===== src/rtl/uart_boot_loader_if.sv =====
// Memory request handshake between the boot loader (initiator) and a RAM or
// interconnect port (responder).
interface uart_boot_loader_if;
    logic        mem_valid;
    logic        mem_instr;
    logic [31:0] mem_addr;
    logic [31:0] mem_wdata;
    logic [3:0]  mem_wstrb;
    logic [31:0] mem_rdata;
    logic        mem_ready;

    modport master (
        output mem_valid, mem_instr, mem_addr, mem_wdata, mem_wstrb,
        input  mem_rdata, mem_ready
    );

    modport slave (
        input  mem_valid, mem_instr, mem_addr, mem_wdata, mem_wstrb,
        output mem_rdata, mem_ready
    );
endinterface


===== src/rtl/uart_boot_loader.sv =====
// UART (8N1) boot loader: 4-byte little-endian length header, then payload written as words.
// Define UART_BOOT_LOADER_VERIFY_EN to read back and compare every written word.
module uart_boot_loader #(
    parameter int unsigned CLKS_PER_BIT = 16,
    parameter logic [31:0] BASE_ADDR    = 32'h0000_0000
) (
    input  logic               clock,
    input  logic               reset,
    input  logic               rx,
    uart_boot_loader_if.master mem,
    output logic               done,
    output logic               error
);
    localparam int unsigned   CW        = $clog2(CLKS_PER_BIT);
    localparam logic [CW-1:0] BIT_LAST  = CW'(CLKS_PER_BIT - 1);
    localparam logic [CW-1:0] HALF_LAST = CW'(CLKS_PER_BIT / 2 - 1);

    typedef enum logic [1:0] {RX_IDLE, RX_START, RX_DATA, RX_STOP} rx_state_t;
    typedef enum logic [2:0] {ST_HDR, ST_DATA, ST_DRAIN, ST_DONE, ST_ERR} state_t;

    logic          rx_meta_q, rx_sync_q, rx_prev_q;
    rx_state_t     rx_state_q, rx_state_d;
    logic [CW-1:0] clk_cnt_q, clk_cnt_d;
    logic [2:0]    bit_idx_q, bit_idx_d;
    logic [7:0]    shift_q, shift_d;
    logic          byte_stb, frame_err;

    state_t        state_q, state_d;
    logic [31:0]   len_q, len_d, cnt_q, cnt_d, asm_q, asm_d;
    logic [1:0]    hdr_idx_q, hdr_idx_d;
    logic          req_full_q, req_full_d, mem_valid_q, mem_valid_d;
    logic [31:0]   addr_q, addr_d, wdata_q, wdata_d;
    logic [3:0]    wstrb_q, wstrb_d;
    logic [31:0]   word;
    logic [1:0]    lane;
    logic          last, handshake, req_release, mismatch;

`ifdef UART_BOOT_LOADER_VERIFY_EN
    logic          phase_q, phase_d;
    logic [31:0]   lane_mask;

    for (genvar gi = 0; gi < 4; gi++) begin : g_lane_mask
        assign lane_mask[8*gi +: 8] = {8{wstrb_q[gi]}};
    end
`endif

    // ---------------- UART receiver ----------------
    always_comb begin
        rx_state_d = rx_state_q;
        clk_cnt_d  = clk_cnt_q + 1'b1;
        bit_idx_d  = bit_idx_q;
        shift_d    = shift_q;
        byte_stb   = 1'b0;
        frame_err  = 1'b0;
        case (rx_state_q)
            RX_IDLE: begin
                clk_cnt_d = '0;
                if (rx_prev_q && !rx_sync_q) rx_state_d = RX_START;
            end
            RX_START: if (clk_cnt_q == HALF_LAST) begin
                // A start bit that is high again at mid-bit was a glitch.
                clk_cnt_d  = '0;
                bit_idx_d  = '0;
                rx_state_d = rx_sync_q ? RX_IDLE : RX_DATA;
            end
            RX_DATA: if (clk_cnt_q == BIT_LAST) begin
                clk_cnt_d = '0;
                shift_d   = {rx_sync_q, shift_q[7:1]};
                bit_idx_d = bit_idx_q + 1'b1;
                if (bit_idx_q == 3'd7) rx_state_d = RX_STOP;
            end
            RX_STOP: if (clk_cnt_q == BIT_LAST) begin
                rx_state_d = RX_IDLE;
                byte_stb   = rx_sync_q;
                frame_err  = !rx_sync_q;
            end
            default: rx_state_d = RX_IDLE;
        endcase
    end

    // ---------------- Loader and bus initiator ----------------
    always_comb begin
        state_d     = state_q;
        len_d       = len_q;
        cnt_d       = cnt_q;
        asm_d       = asm_q;
        hdr_idx_d   = hdr_idx_q;
        req_full_d  = req_full_q;
        addr_d      = addr_q;
        wdata_d     = wdata_q;
        wstrb_d     = wstrb_q;
        mismatch    = 1'b0;
        lane        = cnt_q[1:0];
        last        = (cnt_q == len_q - 32'd1);
        word        = asm_q;
        word[{lane, 3'b000} +: 8] = shift_q;
        handshake   = mem_valid_q && mem.mem_ready;
        req_release = 1'b0;
`ifdef UART_BOOT_LOADER_VERIFY_EN
        phase_d = phase_q;
        if (handshake) begin
            phase_d = !phase_q;
            if (phase_q) begin
                req_release = 1'b1;
                req_full_d  = 1'b0;
                addr_d      = addr_q + 32'd4;
                mismatch    = ((mem.mem_rdata ^ wdata_q) & lane_mask) != 32'd0;
            end
        end
`else
        if (handshake) begin
            req_release = 1'b1;
            req_full_d  = 1'b0;
            addr_d      = addr_q + 32'd4;
        end
`endif
        case (state_q)
            ST_HDR: if (byte_stb) begin
                len_d[{hdr_idx_q, 3'b000} +: 8] = shift_q;
                hdr_idx_d = hdr_idx_q + 1'b1;
                cnt_d     = '0;
                if (hdr_idx_q == 2'd3)
                    state_d = ({shift_q, len_q[23:0]} == 32'd0) ? ST_DONE : ST_DATA;
            end
            ST_DATA: if (byte_stb) begin
                cnt_d = cnt_q + 32'd1;
                asm_d = word;
                if (lane == 2'd3 || last) begin
                    // The pending word may leave on this very edge; only then is there room.
                    if (req_full_q && !req_release) begin
                        state_d = ST_ERR;
                    end else begin
                        wdata_d    = word;
                        wstrb_d    = {lane == 2'd3, lane >= 2'd2, lane >= 2'd1, 1'b1};
                        req_full_d = 1'b1;
                        asm_d      = '0;
                        if (last) state_d = ST_DRAIN;
                    end
                end
            end
            ST_DRAIN: if (!req_full_q) state_d = ST_DONE;
            default: ;
        endcase
        if ((frame_err && state_q != ST_DONE) || mismatch) state_d = ST_ERR;
        mem_valid_d = req_full_d && !handshake && (state_q != ST_ERR);
    end

    always_ff @(posedge clock) begin
        if (reset) begin
            rx_meta_q   <= 1'b1;
            rx_sync_q   <= 1'b1;
            rx_prev_q   <= 1'b1;
            rx_state_q  <= RX_IDLE;
            clk_cnt_q   <= '0;
            bit_idx_q   <= '0;
            shift_q     <= '0;
            state_q     <= ST_HDR;
            len_q       <= '0;
            cnt_q       <= '0;
            asm_q       <= '0;
            hdr_idx_q   <= '0;
            req_full_q  <= 1'b0;
            mem_valid_q <= 1'b0;
            addr_q      <= BASE_ADDR;
            wdata_q     <= '0;
            wstrb_q     <= '0;
`ifdef UART_BOOT_LOADER_VERIFY_EN
            phase_q     <= 1'b0;
`endif
        end else begin
            rx_meta_q   <= rx;
            rx_sync_q   <= rx_meta_q;
            rx_prev_q   <= rx_sync_q;
            rx_state_q  <= rx_state_d;
            clk_cnt_q   <= clk_cnt_d;
            bit_idx_q   <= bit_idx_d;
            shift_q     <= shift_d;
            state_q     <= state_d;
            len_q       <= len_d;
            cnt_q       <= cnt_d;
            asm_q       <= asm_d;
            hdr_idx_q   <= hdr_idx_d;
            req_full_q  <= req_full_d;
            mem_valid_q <= mem_valid_d;
            addr_q      <= addr_d;
            wdata_q     <= wdata_d;
            wstrb_q     <= wstrb_d;
`ifdef UART_BOOT_LOADER_VERIFY_EN
            phase_q     <= phase_d;
`endif
        end
    end

    assign mem.mem_valid = mem_valid_q;
    assign mem.mem_instr = 1'b0;
    assign mem.mem_addr  = addr_q;
`ifdef UART_BOOT_LOADER_VERIFY_EN
    assign mem.mem_wdata = phase_q ? 32'd0 : wdata_q;
    assign mem.mem_wstrb = phase_q ? 4'd0  : wstrb_q;
`else
    assign mem.mem_wdata = wdata_q;
    assign mem.mem_wstrb = wstrb_q;
`endif
    assign done  = (state_q == ST_DONE);
    assign error = (state_q == ST_ERR);
endmodule


===== src/flat_wrapper.sv =====
// flat-port wrapper written by rule: the top's interface ports become plain ports
module uart_boot_loader_flat 
#(
    parameter int unsigned CLKS_PER_BIT = 16,
    parameter logic [31:0] BASE_ADDR    = 32'h0000_0000
)
  (clock, reset, rx, done, error, mem_mem_valid, mem_mem_instr, mem_mem_addr, mem_mem_wdata, mem_mem_wstrb, mem_mem_rdata, mem_mem_ready);
  uart_boot_loader_if mem_i ();
  input  logic clock;
  input  logic reset;
  input  logic rx;
  output logic done;
  output logic error;
  output wire logic [$bits(mem_i.mem_valid)-1:0] mem_mem_valid;
  output wire logic [$bits(mem_i.mem_instr)-1:0] mem_mem_instr;
  output wire logic [$bits(mem_i.mem_addr)-1:0] mem_mem_addr;
  output wire logic [$bits(mem_i.mem_wdata)-1:0] mem_mem_wdata;
  output wire logic [$bits(mem_i.mem_wstrb)-1:0] mem_mem_wstrb;
  input wire logic [$bits(mem_i.mem_rdata)-1:0] mem_mem_rdata;
  input wire logic [$bits(mem_i.mem_ready)-1:0] mem_mem_ready;
  assign mem_mem_valid = mem_i.mem_valid;
  assign mem_mem_instr = mem_i.mem_instr;
  assign mem_mem_addr = mem_i.mem_addr;
  assign mem_mem_wdata = mem_i.mem_wdata;
  assign mem_mem_wstrb = mem_i.mem_wstrb;
  assign mem_i.mem_rdata = mem_mem_rdata;
  assign mem_i.mem_ready = mem_mem_ready;
  uart_boot_loader #(.CLKS_PER_BIT(CLKS_PER_BIT), .BASE_ADDR(BASE_ADDR)) u_core (.clock(clock), .reset(reset), .rx(rx), .mem(mem_i), .done(done), .error(error));
endmodule

===== config.mk =====
export PLATFORM = sky130hd
export DESIGN_NAME = uart_boot_loader_flat
export DESIGN_NICKNAME = d
export VERILOG_FILES = /design/src/rtl/uart_boot_loader_if.sv /design/src/rtl/uart_boot_loader.sv /design/src/flat_wrapper.sv
export SDC_FILE = /design/constraint.sdc
export NUM_CORES = 1
export LEC_CHECK = 0
export BUFFER_PORTS_ARGS = -buffer_cell sky130_fd_sc_hd__buf_2
export CORE_MARGIN = 5
export CORE_UTILIZATION = 30
export CTS_CLUSTER_DIAMETER = 120
export DETAILED_ROUTE_END_ITERATION = 12
export HOLD_SLACK_MARGIN = 0.12
export PLACE_DENSITY = 0.51
export SLEW_MARGIN = 10
export SYNTH_ARGS = -nofsm -noshare
export SYNTH_HDL_FRONTEND = slang
export SYNTH_SLANG_ARGS = --single-unit
export TNS_END_PERCENT = 1

===== constraint.sdc =====
create_clock -name clock -period 3.8 [get_ports clock]
set_input_delay 0.38 -clock clock [delete_from_list [all_inputs] [get_ports clock]]
set_output_delay 0.38 -clock clock [all_outputs]
set_load 0.02 [all_outputs]

==> Yosys cells after proc, flatten, opt, wreduce, memory -nomap -nowiden <==
Index checks and enable logic that the tools add are counted.
{ "classes": {"addsub": 8, "mul": 0, "n_div": 0, "n_lt_le_gt_ge": 2, "n_eq_ne": 32, "shifts": 4, "n_mux": 40, "bitwise": 1, "reduce_logical": 27} }
{ "ops": {"columns": ["op", "count"], "rows": [
  ["32-bit 2-to-1 mux", 4],
  ["32-bit bitwise mux", 2],
  ["32-bit one-hot mux with 2 select lines", 1],
  ["8-bit by 7-bit variable shift with 32-bit output, first input constant", 2],
  ["8-bit by 7-bit variable part select with 32-bit output", 2],
  ["32-bit by 1-bit adder with 32-bit output, second input constant", 1],
  ["32-bit by 3-bit adder with 32-bit output, second input constant", 1],
  ["32-bit == test", 1],
  ["32-bit zero test", 1],
  ["32-bit by 1-bit subtractor with 32-bit output, second input constant", 1],
  ["3-bit 2-to-1 mux", 10],
  ["2-bit by 1-bit != test with 1-bit output, second input constant", 9],
  ["3-bit by 1-bit != test with 1-bit output, second input constant", 5],
  ["2-bit 2-to-1 mux", 7],
  ["5-bit negator with 7-bit output", 2],
  ["7-bit AND reduction", 2],
  ["4-bit one-hot mux with 3 select lines", 1],
  ["1-bit 2-to-1 mux", 10],
  ["3-bit one-hot mux with 3 select lines", 1],
  ["2-bit == test, second input constant", 4],
  ["4-bit 2-to-1 mux", 2],
  ["2-bit one-hot mux with 4 select lines", 1],
  ["3-bit by 2-bit == test with 1-bit output, second input constant", 2],
  ["3-bit == test, second input constant", 2],
  ["28 further kinds", 40]
]} }
{ "word_totals": {"register_bits": 191, "latchBits": 0, "mem_bits_rw": 0, "mem_bits_ro": 0, "in_bits": 36, "output_inout_bits": 72, "word_cells": 132, "mem_count": 0} }

==> Logic depth before layout (Yosys ltp) <==
Gate-level depths: netlist of run 1.
{ "logic_depth": {"ltp_word": 10, "ltp_mapped": 12, "ltp_nobuf": 11} }

==> Least setup slack after synthesis of run 1 <==
Ideal clock, no wire load.
{ "synth_timing": {"kind": "register to register", "start": "register u_core.len_q[0]", "end": "register u_core.asm_q[26]", "setup_time_ps": 117, "arrival_time_ps": 3298, "required_ps": 3683, "slack_ps": 385, "path_stages_with_launch": 13, "path_buffers": 1, "period_less_slack_ps": 3415, "path_cell_list": "dfxtp_1 > inv_1 > ha_1 > nor3b_2 > nand2_4 > or4_1 > or4_1 > a21oi_1 > o22ai_2 > o31ai_4 > nand2_2 > buf_6 > a32o_1"} }
{ "synth_via": {"elab_chain_len": 4} }
{ "synth_rtl": {"columns": ["item", "line", "text"], "rows": [
  ["start: declaration", "uart_boot_loader.sv:29", "logic [31:0] len_q, len_d, cnt_q, cnt_d, asm_q, asm_d;"],
  ["start signal: assignment", "uart_boot_loader.sv:179", "len_q <= len_d;"],
  ["32-bit by 1-bit subtractor with 32-bit output", "uart_boot_loader.sv:94", "last = (cnt_q == len_q - 32'd1);"],
  ["32-bit == test", "uart_boot_loader.sv:94", null],
  ["1-bit logical OR", "uart_boot_loader.sv:128", "if (lane == 2'd3 || last) begin"],
  ["32-bit 2-to-1 mux", "uart_boot_loader.sv:128", null],
  ["end signal: assignment", "uart_boot_loader.sv:181", "asm_q <= asm_d;"],
  ["end: declaration", "uart_boot_loader.sv:29", null]
]} }
No other way between the ends.
A chain may end at the register's enable or synchronous reset.

==> Worst setup path after layout of run 1 <==
{ "layout_timing": {"start": "register u_core.len_q[0]", "end": "register u_core.wdata_q[12], in the netlist u_core.mem.mem_wdata[12]"} }
{ "layout_via": {"elab_chain_len": 4} }
{ "layout_rtl": {"columns": ["item", "line", "text"], "rows": [
  ["32-bit by 1-bit subtractor with 32-bit output", "uart_boot_loader.sv:94", null],
  ["32-bit == test", "uart_boot_loader.sv:94", null],
  ["1-bit logical OR", "uart_boot_loader.sv:128", null],
  ["4-bit AND reduction (no line)", null, null],
  ["end signal: assignment", "uart_boot_loader.sv:186", "wdata_q <= wdata_d;"],
  ["end: declaration", "uart_boot_loader.sv:32", "logic [31:0] addr_q, addr_d, wdata_q, wdata_d;"]
]} }
No other way between the ends.

==> flow_summary_export.csv, run 1 <==
group,metric,value,unit
yosys,yosysTopAreaCellShare,0.392,
drt,wl,27200,um
yosys,synth_area,0.00966,mm^2
worst_hold_path,hold_path.class,"in -> reg",
worst_setup_path,crit_path_end_kind,"flop",
yosys,ys_top_cells_by_area,"dfxtp_1 (39%), a21oi_1 (5.7%), nor2_1 (5.2%), xor2_1 (4.7%), nand2_1 (4.5%)",
layout,fin_util,0.354,
power,ir_worst_vdd,0.000300,V
worst_setup_path,path_class,"reg -> reg",
yosys,synth_warnings,0,
sta,post-route-min-period,3.57,ns
drt,drt_iter0_markers,680,
layout,antenna_cells,0,
global_routing,grt_pass1_vias,8183,
worst_setup_path,cp_data_arrival_time,3.86,ns
power,powerDensity,352,mW/mm^2
clock_tree,clockBufferDepth,2,
power,p_leak,4.16,nW
drt,dr_wl_met3,1220,um
global_routing,antenna_found_initial,0,
clock_tree,cts-root-buf,"clkbuf_16",
drt,viasPerCell,5.15,
drt,top_layer,"met4",
worst_setup_path,crit_fanout,30,
yosys,synth_ff_type,"dfxtp_1",
power,power,3.94,mW
layout,design_area,0.0112,mm^2
drt,met2_length,12200,um
worst_setup_path,required,4.10,ns
sta,hold_slack,0.387,ns
global_routing,track_usage,0.150,
clock_tree,htree_levels,4,
worst_hold_path,holdPathStages,4,
status,status,"completed",
clock_tree,clk_pin_slew,0.07,ns
drt,drt_pass1_iterations,5,
yosys,async_flop_share,0,
layout,layout-drive-gt1-share,0.139,
placed_design,dp_hpwl,18900,um
clock_tree,cts_made_buffers,17,
drt,num_vias,8588,
floorplan,ioPinCount,108,
floorplan,start_util,0.305,
sta,max_freq,280,MHz
drt,drc,0,
clock_tree,cts_tree,"yes",
worst_setup_path,r2r-start,"u_core.len_q[0]",
floorplan,fp-row-count,65,
sta,maxSlewHeadroom,0.359,
sta,finalSetupTns,0,ns
sta,drv_slew,0,
sta,hold_viol_final,0,
worst_setup_path,ff2ff_setup_slack,0.23,ns
sta,rsz0062_at_grt,"no",
floorplan,die-area,0.0359,mm^2
sta,worstMarginPinSlew,0.960,ns
yosys,yosysTopAreaCell,"dfxtp_1",
global_routing,grt.overflow.total,0,
worst_hold_path,min_from,"mem_mem_ready",
yosys,synth.avg_cell_area,8.14,um^2
clock_tree,clock_sinks,189,
drt,wire_per_inst,16.3,um
global_routing,grt_pass1_wl,44300,um
layout,syn_to_final_growth,16.0,%
yosys,ys_types,67,
yosys,synth_edf_count,0,
clock_tree,clk_latency,0.44,ns
global_routing,grt_max_degree,65,
run,maxCapViolCount,0,
worst_setup_path,cp-start-kind,"flop",
drt,wl_met1,13500,um
placed_design,routabilityCongestion,0.868,
sta,period_share,0.938,
floorplan,coreArea,0.0316,mm^2
floorplan,dieHeight,189,um
yosys,yosysSeqAreaShare,0.392,
sta,finClkSkew,0.0126,ns
floorplan,die_x,189,um
placed_design,placedInstanceArea,0.0106,mm^2
worst_setup_path,worstReg2RegEnd,"u_core.mem.mem_wdata[12]",
worst_setup_path,worst_r2r_path_depth,11,
layout,final_nets,1314,
yosys,ys_ff_latch,189,
placed_design,portBuffers,72,
drt,ant_nets,0,
sta,setup_viol,0,
yosys,syn_inst,1186,
worst_hold_path,min_to,"u_core.mem.mem_addr[3]",
[cell families (layout without fill, tap and decap cells)]
family          count (synthesis)  count (layout)  synth area share
fa+ha+maj                      23              23            0.0298
other cells                     1               3          0.000388
xor+xnor                       90              90            0.0816
compound gates                239             239             0.161
mux                             5               5           0.00531
simple gates                  539             539             0.286
flops                         189             189             0.392
buf+inv                       100             179            0.0438
[state kept, by name, indices dropped and copies added (netlist names), named ones only]
register              flops
u_core.asm_q             32
u_core.bit_idx_q          3
u_core.clk_cnt_q          4
u_core.cnt_q             32
u_core.hdr_idx_q          2
u_core.len_q             32
u_core.mem.mem_addr      30
u_core.mem.mem_valid      1
u_core.mem.mem_wdata     32
u_core.mem.mem_wstrb      4
u_core.req_full_q         1
u_core.rx_meta_q          1
u_core.rx_prev_q          1
u_core.rx_state_q         1
u_core.rx_sync_q          1
u_core.shift_q            8
u_core.state_q            3
[synthesized netlist by cell type (17+ instances only)]
library cell	number
dfxtp_1	189
nor2_1	134
nand2_1	115
a21oi_1	110
nand3_1	77
clkbuf_1	55
xor2_1	52
xnor2_1	38
o21ai_0	36
nor2b_1	35
a32o_1	30
inv_1	30
nand4_1	24
ha_1	23
nand2b_1	23
nor3_1	23
or3_1	19
nor4_1	17
[what timing repair did]
action,in CTS,in global routing
hold buffers,1,0
hold endpoints to repair,1,0
endpoints found under the setup margin,0,55
buffers inserted,0,1
resized for setup,0,4
[routing by layer]
layer / GRT usage / up-vias
met1: 0.209 / 4077
met5: 0 / -
met3: 0.0348 / 26
met2: 0.236 / 158
li1: - / 4327
met4: 0.0367 / 0
[worst max-delay path: stages (launching register included)]
cell	delay, ns
dfxtp_1	0.37
or4_4	0.56
or3_4	0.41
buf_4	0.17
o31a_1	0.33
a21oi_1	0.14
nand4bb_1	0.11
or4_4	0.45
o31a_1	0.41
nor2_4	0.18
buf_12	0.19
o32ai_1	0.09
[how the worst max path moves through the flow]
stage	from	end	slack [ns]
after floorplan	u_core.len_q[0]	u_core.asm_q[26]	0.38
after global placement	u_core.len_q[0]	u_core.mem.mem_wdata[10]	0.19
after detailed placement	u_core.len_q[0]	u_core.mem.mem_wdata[10]	0.14
after CTS	u_core.len_q[0]	u_core.mem.mem_valid	0.12
after global routing	u_core.len_q[0]	u_core.mem.mem_valid	0.05
final	u_core.len_q[0]	u_core.mem.mem_wdata[12]	0.23
[power breakdown]
part / total, mW / switching, mW / internal, mW / leakage, nW
Combinational: 0.132 / 0.0888 / 0.0428 / 2.37
Clock: 1.80 / 0.859 / 0.939 / 0.270
Sequential: 2.01 / 0.0204 / 1.99 / 1.52
[placed cells by master, fill, tap and decap left out, types with 13 or more instances in the layout]
cell type and n:
dfxtp_1 189, nor2_1 133, nand2_1 115, a21oi_1 109, nand3_1 77, buf_2 71
xor2_1 52, buf_4 43, xnor2_1 38, o21ai_0 36, nor2b_1 35, inv_1 30
a32o_1 30, nand4_1 24, nor3_1 23, nand2b_1 23, ha_1 23, or3_1 19
nor4_1 17, clkbuf_16 17, and3_1 13
[cell type report]
class,count,area [um^2]
sequential,189,3780
timing repair buffer,118,743
multi-input combinational,899,5480
fill,3328,20400
clock inverter,12,133
inverter,30,113
tap,402,503
clock buffer,19,443
[stage by stage]
step | setup WS (ns) | cells
floorplan | 0.385 | 1188
global placement | 0.194 | 1636
detailed placement | 0.143 | 1636
CTS | 0.122 | 1668
global route | 0.0469 | 1669
finish | 0.234 | 1669
(Power assumes the default switching activity.)
==> run 2, diff against run 1 <==
PLACE_DENSITY = default   (was 0.51)
TNS_END_PERCENT = default   (was 1)
==> run 2 against run 1 <==
Setup slack worse by 0.077 ns. Fmax decreased by 2.1%. Hold slack lost 0.017 ns. Via count up 1.2%. Clock-buffer cell count is the same. Routed wire length is 5.0% lower.
==> flow_summary_export.csv, run 2 (same netlist as run 1, synthesis figures left out) <==
group,metric,value,unit
status,status,"completed",
power,ir_worst_vdd,0.000275,V
clock_tree,cts_made_buffers,17,
floorplan,fp-row-count,65,
worst_setup_path,path_class,"reg -> reg",
placed_design,portBuffers,72,
worst_setup_path,ff2ff_setup_slack,0.16,ns
drt,drt_iter0_markers,687,
power,p_leak,4.16,nW
worst_setup_path,critPathTopFamily,"simple AND/OR/NAND/NOR gates",
clock_tree,cts_tree,"yes",
worst_hold_path,holdPathStages,2,
drt,drc,0,
clock_tree,clock_sinks,189,
layout,mostFrequentLayoutCell,"dfxtp_1",
drt,met2_length,12000,um
global_routing,track_usage,0.141,
drt,viasPerCell,5.23,
layout,antenna_cells,0,
worst_setup_path,path_depth,12,
drt,drt_pass1_iterations,6,
global_routing,antenna_found_initial,0,
worst_setup_path,critPathLaunch,"u_core.len_q[0]",
worst_setup_path,crit_slowest_cell,"or4_4",
worst_setup_path,cp_data_arrival_time,3.98,ns
worst_setup_path,required,4.14,ns
worst_setup_path,critPathMaxStageDelay,0.59,ns
layout,ff_latch_area,0.00378,mm^2
sta,hold_slack,0.371,ns
power,powerDensity,363,mW/mm^2
drt,num_vias,8694,
sta,worstMarginPinSlew,1.01,ns
drt,wl_met1,12200,um
layout,final_nets,1306,
sta,max_freq,275,MHz
layout,nFillCells,3240,
sta,maxSlewHeadroom,0.322,
global_routing,grt_pass1_wl,41900,um
clock_tree,htree_levels,4,
run,maxCapViolCount,0,
sta,post-route-min-period,3.64,ns
floorplan,start_util,0.305,
layout,multi_input_area,0.00547,mm^2
clock_tree,clockBufferDepth,2,
floorplan,dieHeight,189,um
worst_setup_path,r2r-start,"u_core.len_q[0]",
floorplan,ioPinCount,108,
floorplan,die_x,189,um
sta,period_share,0.959,
sta,setup_viol,0,
worst_setup_path,worstReg2RegEnd,"u_core.asm_q[26]",
layout,final_cell_count_no_fill,1662,
drt,wire_per_inst,15.6,um
clock_tree,clk_pin_slew,0.08,ns
worst_setup_path,worst_r2r_path_depth,12,
layout,layout-drive-gt1-share,0.133,
worst_hold_path,hold_path.class,"in -> reg",
worst_setup_path,critPathBufInv,3,
layout,fin_util,0.354,
sta,finClkSkew,0.0124,ns
worst_setup_path,crit_path_end_kind,"flop",
clock_tree,clk_latency,0.44,ns
layout,most-common-layout-cells,"dfxtp_1 (189), nor2_1 (134), nand2_1 (115)",
placed_design,dp_cells,1627,
worst_setup_path,crit_chain,"inv_1 -> ha_1 -> buf_4 -> or3b_2 -> or3_1 -> a21oi_1 -> nand4_1 -> or4_4 -> o31ai_4 -> nand2_2 -> buf_12 -> a32o_1",
sta,rsz0062_at_grt,"no",
worst_setup_path,cp-start-kind,"flop",
global_routing,grt_pass1_vias,8194,
worst_setup_path,crit_fanout,30,
worst_setup_path,critPathCapture,"u_core.asm_q[26]",
layout,syn_to_final_growth,16.0,%
global_routing,grt.overflow.total,0,
drt,ant_nets,0,
placed_design,routabilityCongestion,0.891,
sta,hold_viol_final,0,
floorplan,die-area,0.0359,mm^2
drt,dr_wl_met3,1430,um
clock_tree,cts-root-buf,"clkbuf_16",
global_routing,grt_max_degree,90,
sta,finalSetupTns,0,ns
sta,drv_slew,0,
floorplan,coreArea,0.0316,mm^2
placed_design,dp_hpwl,17700,um
drt,wl,25900,um
drt,top_layer,"met4",
## run 2: cell types whose count changed in the layout (fill, tap and decap cells not counted), moves of 2 or more
cell	delta
buf_4	-9
buf_12	+2
bufinv_16	+2
clkinvlp_4	-3
inv_6	+3
## run 2: area by class of cell
cell class | instances | share of cell area
multi-input cells | 899 | 0.489
flip-flops and latches | 189 | 0.338
repair buffers | 110 | 0.0626
well taps | 402 | 0.0449
clock buffers | 19 | 0.0387
clock inverters | 13 | 0.0171
inverters | 30 | 0.0101
## run 2: worst min path at each step
stage | startpoint | end | slack (ns)
final | reset | u_core.req_full_q | 0.37
after global placement | u_core.rx_meta_q | u_core.rx_sync_q | 0.39
after detailed placement | u_core.rx_meta_q | u_core.rx_sync_q | 0.40
after global routing | reset | u_core.cnt_q[1] | 0.38
after CTS | mem_mem_ready | u_core.mem.mem_addr[3] | 0.36
after floorplan | u_core.rx_meta_q | u_core.rx_sync_q | 0.39
## run 2: per-stage QoR
stage / area (um^2) / total power [mW] / worst slack [ns]
after global placement: 10500 / 2.19 / 0.232
final: 11200 / 4.06 / 0.157
after detailed placement: 10500 / 2.19 / 0.223
after global routing: 11200 / 4.20 / 0.00849
after CTS: 11200 / 4.10 / 0.188
after floorplan: 9660 / 2.16 / 0.385
## run 2: repair_timing
item	CTS	global route
hold endpoints to repair	1	0
resized for setup	0	2
hold buffers	1	0
setup buffers	0	2
endpoints found under the setup margin	0	68
## run 2: per-layer routing
layer	track usage	vias up
li1	-	4322
met1	0.186	4138
met2	0.229	207
met3	0.0387	27
met4	0.0334	0
met5	0	-
## run 2: power breakdown
group / leakage, nW / total (mW) / switching [mW] / internal (mW)
registers: 1.52 / 2.01 / 0.0188 / 1.99
logic: 2.33 / 0.129 / 0.0861 / 0.0434
clock network: 0.302 / 1.92 / 0.854 / 1.07
total: 4.16 / 4.06 / 0.959 / 3.10
## run 2: worst register-to-register path, cell delays in order, from the launching register on
cell	delay, ns
dfxtp_1	0.37
inv_1	0.11
ha_1	0.17
buf_4	0.14
or3b_2	0.56
or3_1	0.43
a21oi_1	0.17
nand4_1	0.12
or4_4	0.59
o31ai_4	0.30
nand2_2	0.11
buf_12	0.17
a32o_1	0.29
==> run 3, diff against run 2 <==
REMOVE_ABC_BUFFERS = 1   (was default)
clock period = 4.45 ns   (was 3.8 ns; I/O delays follow)
==> run 3 against run 2 <==
Flip-flop and latch count did not move. Via count fell by 2.2%. Die area did not move. Sequential share of layout area rose by 0.84 points. Critical endpoint is now u_core.asm_q[13]. Critical path depth fell by 2. Clock skew rose by 0.0027 ns.
==> flow_summary_export.csv, run 3 (same netlist as run 1, synthesis figures left out) <==
group,metric,value,unit
drt,num_vias,8502,
worst_setup_path,cp-start-kind,"flop",
placed_design,portBuffers,72,
drt,drt_iter0_markers,489,
sta,period_share,0.874,
clock_tree,clk_latency,0.44,ns
power,power_switching_share,0.234,
power,clkPwrFrac,0.457,
drt,wl,25400,um
worst_hold_path,hold_path.class,"in -> reg",
clock_tree,cts_made_buffers,17,
sta,post-route-min-period,3.89,ns
clock_tree,post_cts_buffers,0,
floorplan,ioPinCount,108,
clock_tree,clockBufferDepth,2,
global_routing,grt.overflow.total,0,
clock_tree,clk_pin_slew,0.07,ns
worst_setup_path,path_class,"reg -> reg",
global_routing,grt_max_degree,65,
layout,mostFrequentLayoutCell,"dfxtp_1",
placed_design,dp_hpwl,17400,um
drt,drc,0,
drt,viasPerCell,5.19,
power,power,3.36,mW
worst_setup_path,crit_path_end_kind,"flop",
global_routing,grt_pass1_vias,7946,
placed_design,routabilityCongestion,0.902,
worst_setup_path,required,4.77,ns
layout,syn_to_final_growth,13.2,%
drt,ant_nets,0,
worst_setup_path,crit_fanout,35,
worst_setup_path,critPathTopFamily,"simple AND/OR/NAND/NOR gates",
sta,finalSetupTns,0,ns
layout,fin_util,0.345,
clock_tree,clock_sinks,189,
global_routing,track_usage,0.138,
sta,maxSlewHeadroom,0.368,
layout,most-common-layout-cells,"dfxtp_1 (189), nor2_1 (134), nand2_1 (115)",
placed_design,dp_slack,0.587,ns
worst_setup_path,cp_data_arrival_time,4.21,ns
status,status,"completed",
clock_tree,cts_tree,"yes",
drt,wire_per_inst,15.5,um
power,powerDensity,308,mW/mm^2
sta,fin_ws,0.562,ns
worst_setup_path,critPathBufInv,1,
floorplan,fp-row-count,65,
worst_setup_path,critPathMaxStageDelay,0.69,ns
clock_tree,hold_buffers,0,
layout,layout-drive-gt1-share,0.118,
layout,antenna_cells,0,
clock_tree,htree_levels,4,
floorplan,die_x,189,um
sta,worstMarginPinSlew,0.941,ns
power,p_switching,0.788,mW
worst_setup_path,crit_chain,"or4_4 -> or3_4 -> nor4_2 -> mux2_2 -> a31oi_1 -> o22ai_2 -> o31a_1 -> nor2_4 -> buf_12 -> a2111oi_0",
drt,drt_pass1_iterations,5,
sta,drv_slew,0,
sta,hold_viol_final,0,
sta,rsz0062_at_grt,"no",
sta,max_freq,257,MHz
run,maxCapViolCount,0,
layout,final_nets,1282,
floorplan,coreArea,0.0316,mm^2
power,p_leak,4.00,nW
clock_tree,cts-resized-gates,0,
layout,nFillCells,3327,
clock_tree,cts-root-buf,"clkbuf_16",
floorplan,dieHeight,189,um
floorplan,start_util,0.305,
worst_setup_path,crit_slowest_cell,"o31a_1",
sta,finClkSkew,0.0151,ns
sta,setup_viol,0,
power,seqPwrFrac,0.511,
power,pwr-share-comb,0.032,
power,p_int,2.57,mW
floorplan,die-area,0.0359,mm^2
power,ir_worst_vdd,0.000258,V
global_routing,antenna_found_initial,0,
global_routing,grt_pass1_wl,41400,um
run 3: power groups by stage:
stage,logic (mW),registers (mW),clock network [mW]
final,0.109,1.72,1.53
after global routing,0.121,1.72,1.64
after CTS,0.109,1.72,1.57
after detailed placement,0.109,1.76,0
after global placement,0.108,1.76,0
after floorplan,0.0669,1.75,0
run 3: stage by stage:
| step | instances | hold WS (ns) | area, um^2 |
|---|---|---|---|
| final | 1638 | 0.188 | 10900 |
| after global routing | 1638 | 0.180 | 10900 |
| after CTS | 1638 | 0.170 | 10900 |
| after detailed placement | 1606 | 0.392 | 10300 |
| after global placement | 1606 | 0.394 | 10300 |
| after floorplan | 1118 | 0.389 | 9350 |
run 3: worst paths after layout:
| path | depth (start not counted) | endpoint | slack, ns | startpoint |
|---|---|---|---|---|
| setup reg to reg | 10 | u_core.asm_q[13] | 0.56 | u_core.len_q[4] |
| hold reg to reg | 1 | u_core.rx_sync_q | 0.41 | u_core.rx_meta_q |
| setup / recovery | 10 | u_core.asm_q[13] | 0.56 | u_core.len_q[4] |
| hold / removal | 2 | u_core.rx_meta_q | 0.19 | rx |
run 3: routing by layer:
layer,up-vias,track usage,wire (um)
li1,4257,-,-
met3,32,0.0308,1170
met4,0,0.0364,486
met2,173,0.217,11500
met5,-,0,0
met1,4040,0.193,12300
run 3: final cells by class:
cell class,count,area [um^2],area share
clock inverters,11,106,0.00973
flip-flops and latches,189,3780,0.346
multi-input cells,899,5460,0.500
inverters,30,113,0.0103
well taps,402,503,0.0460
repair buffers,86,480,0.0440
clock buffers,21,480,0.0440
run 3: worst reg2reg max path, stage by stage (launching register included):
cell and delay (ns):
dfxtp_1 0.43, or4_4 0.63, or3_4 0.39, nor4_2 0.39, mux2_2 0.23, a31oi_1 0.09
o22ai_2 0.28, o31a_1 0.69, nor2_4 0.09, buf_12 0.19, a2111oi_0 0.35
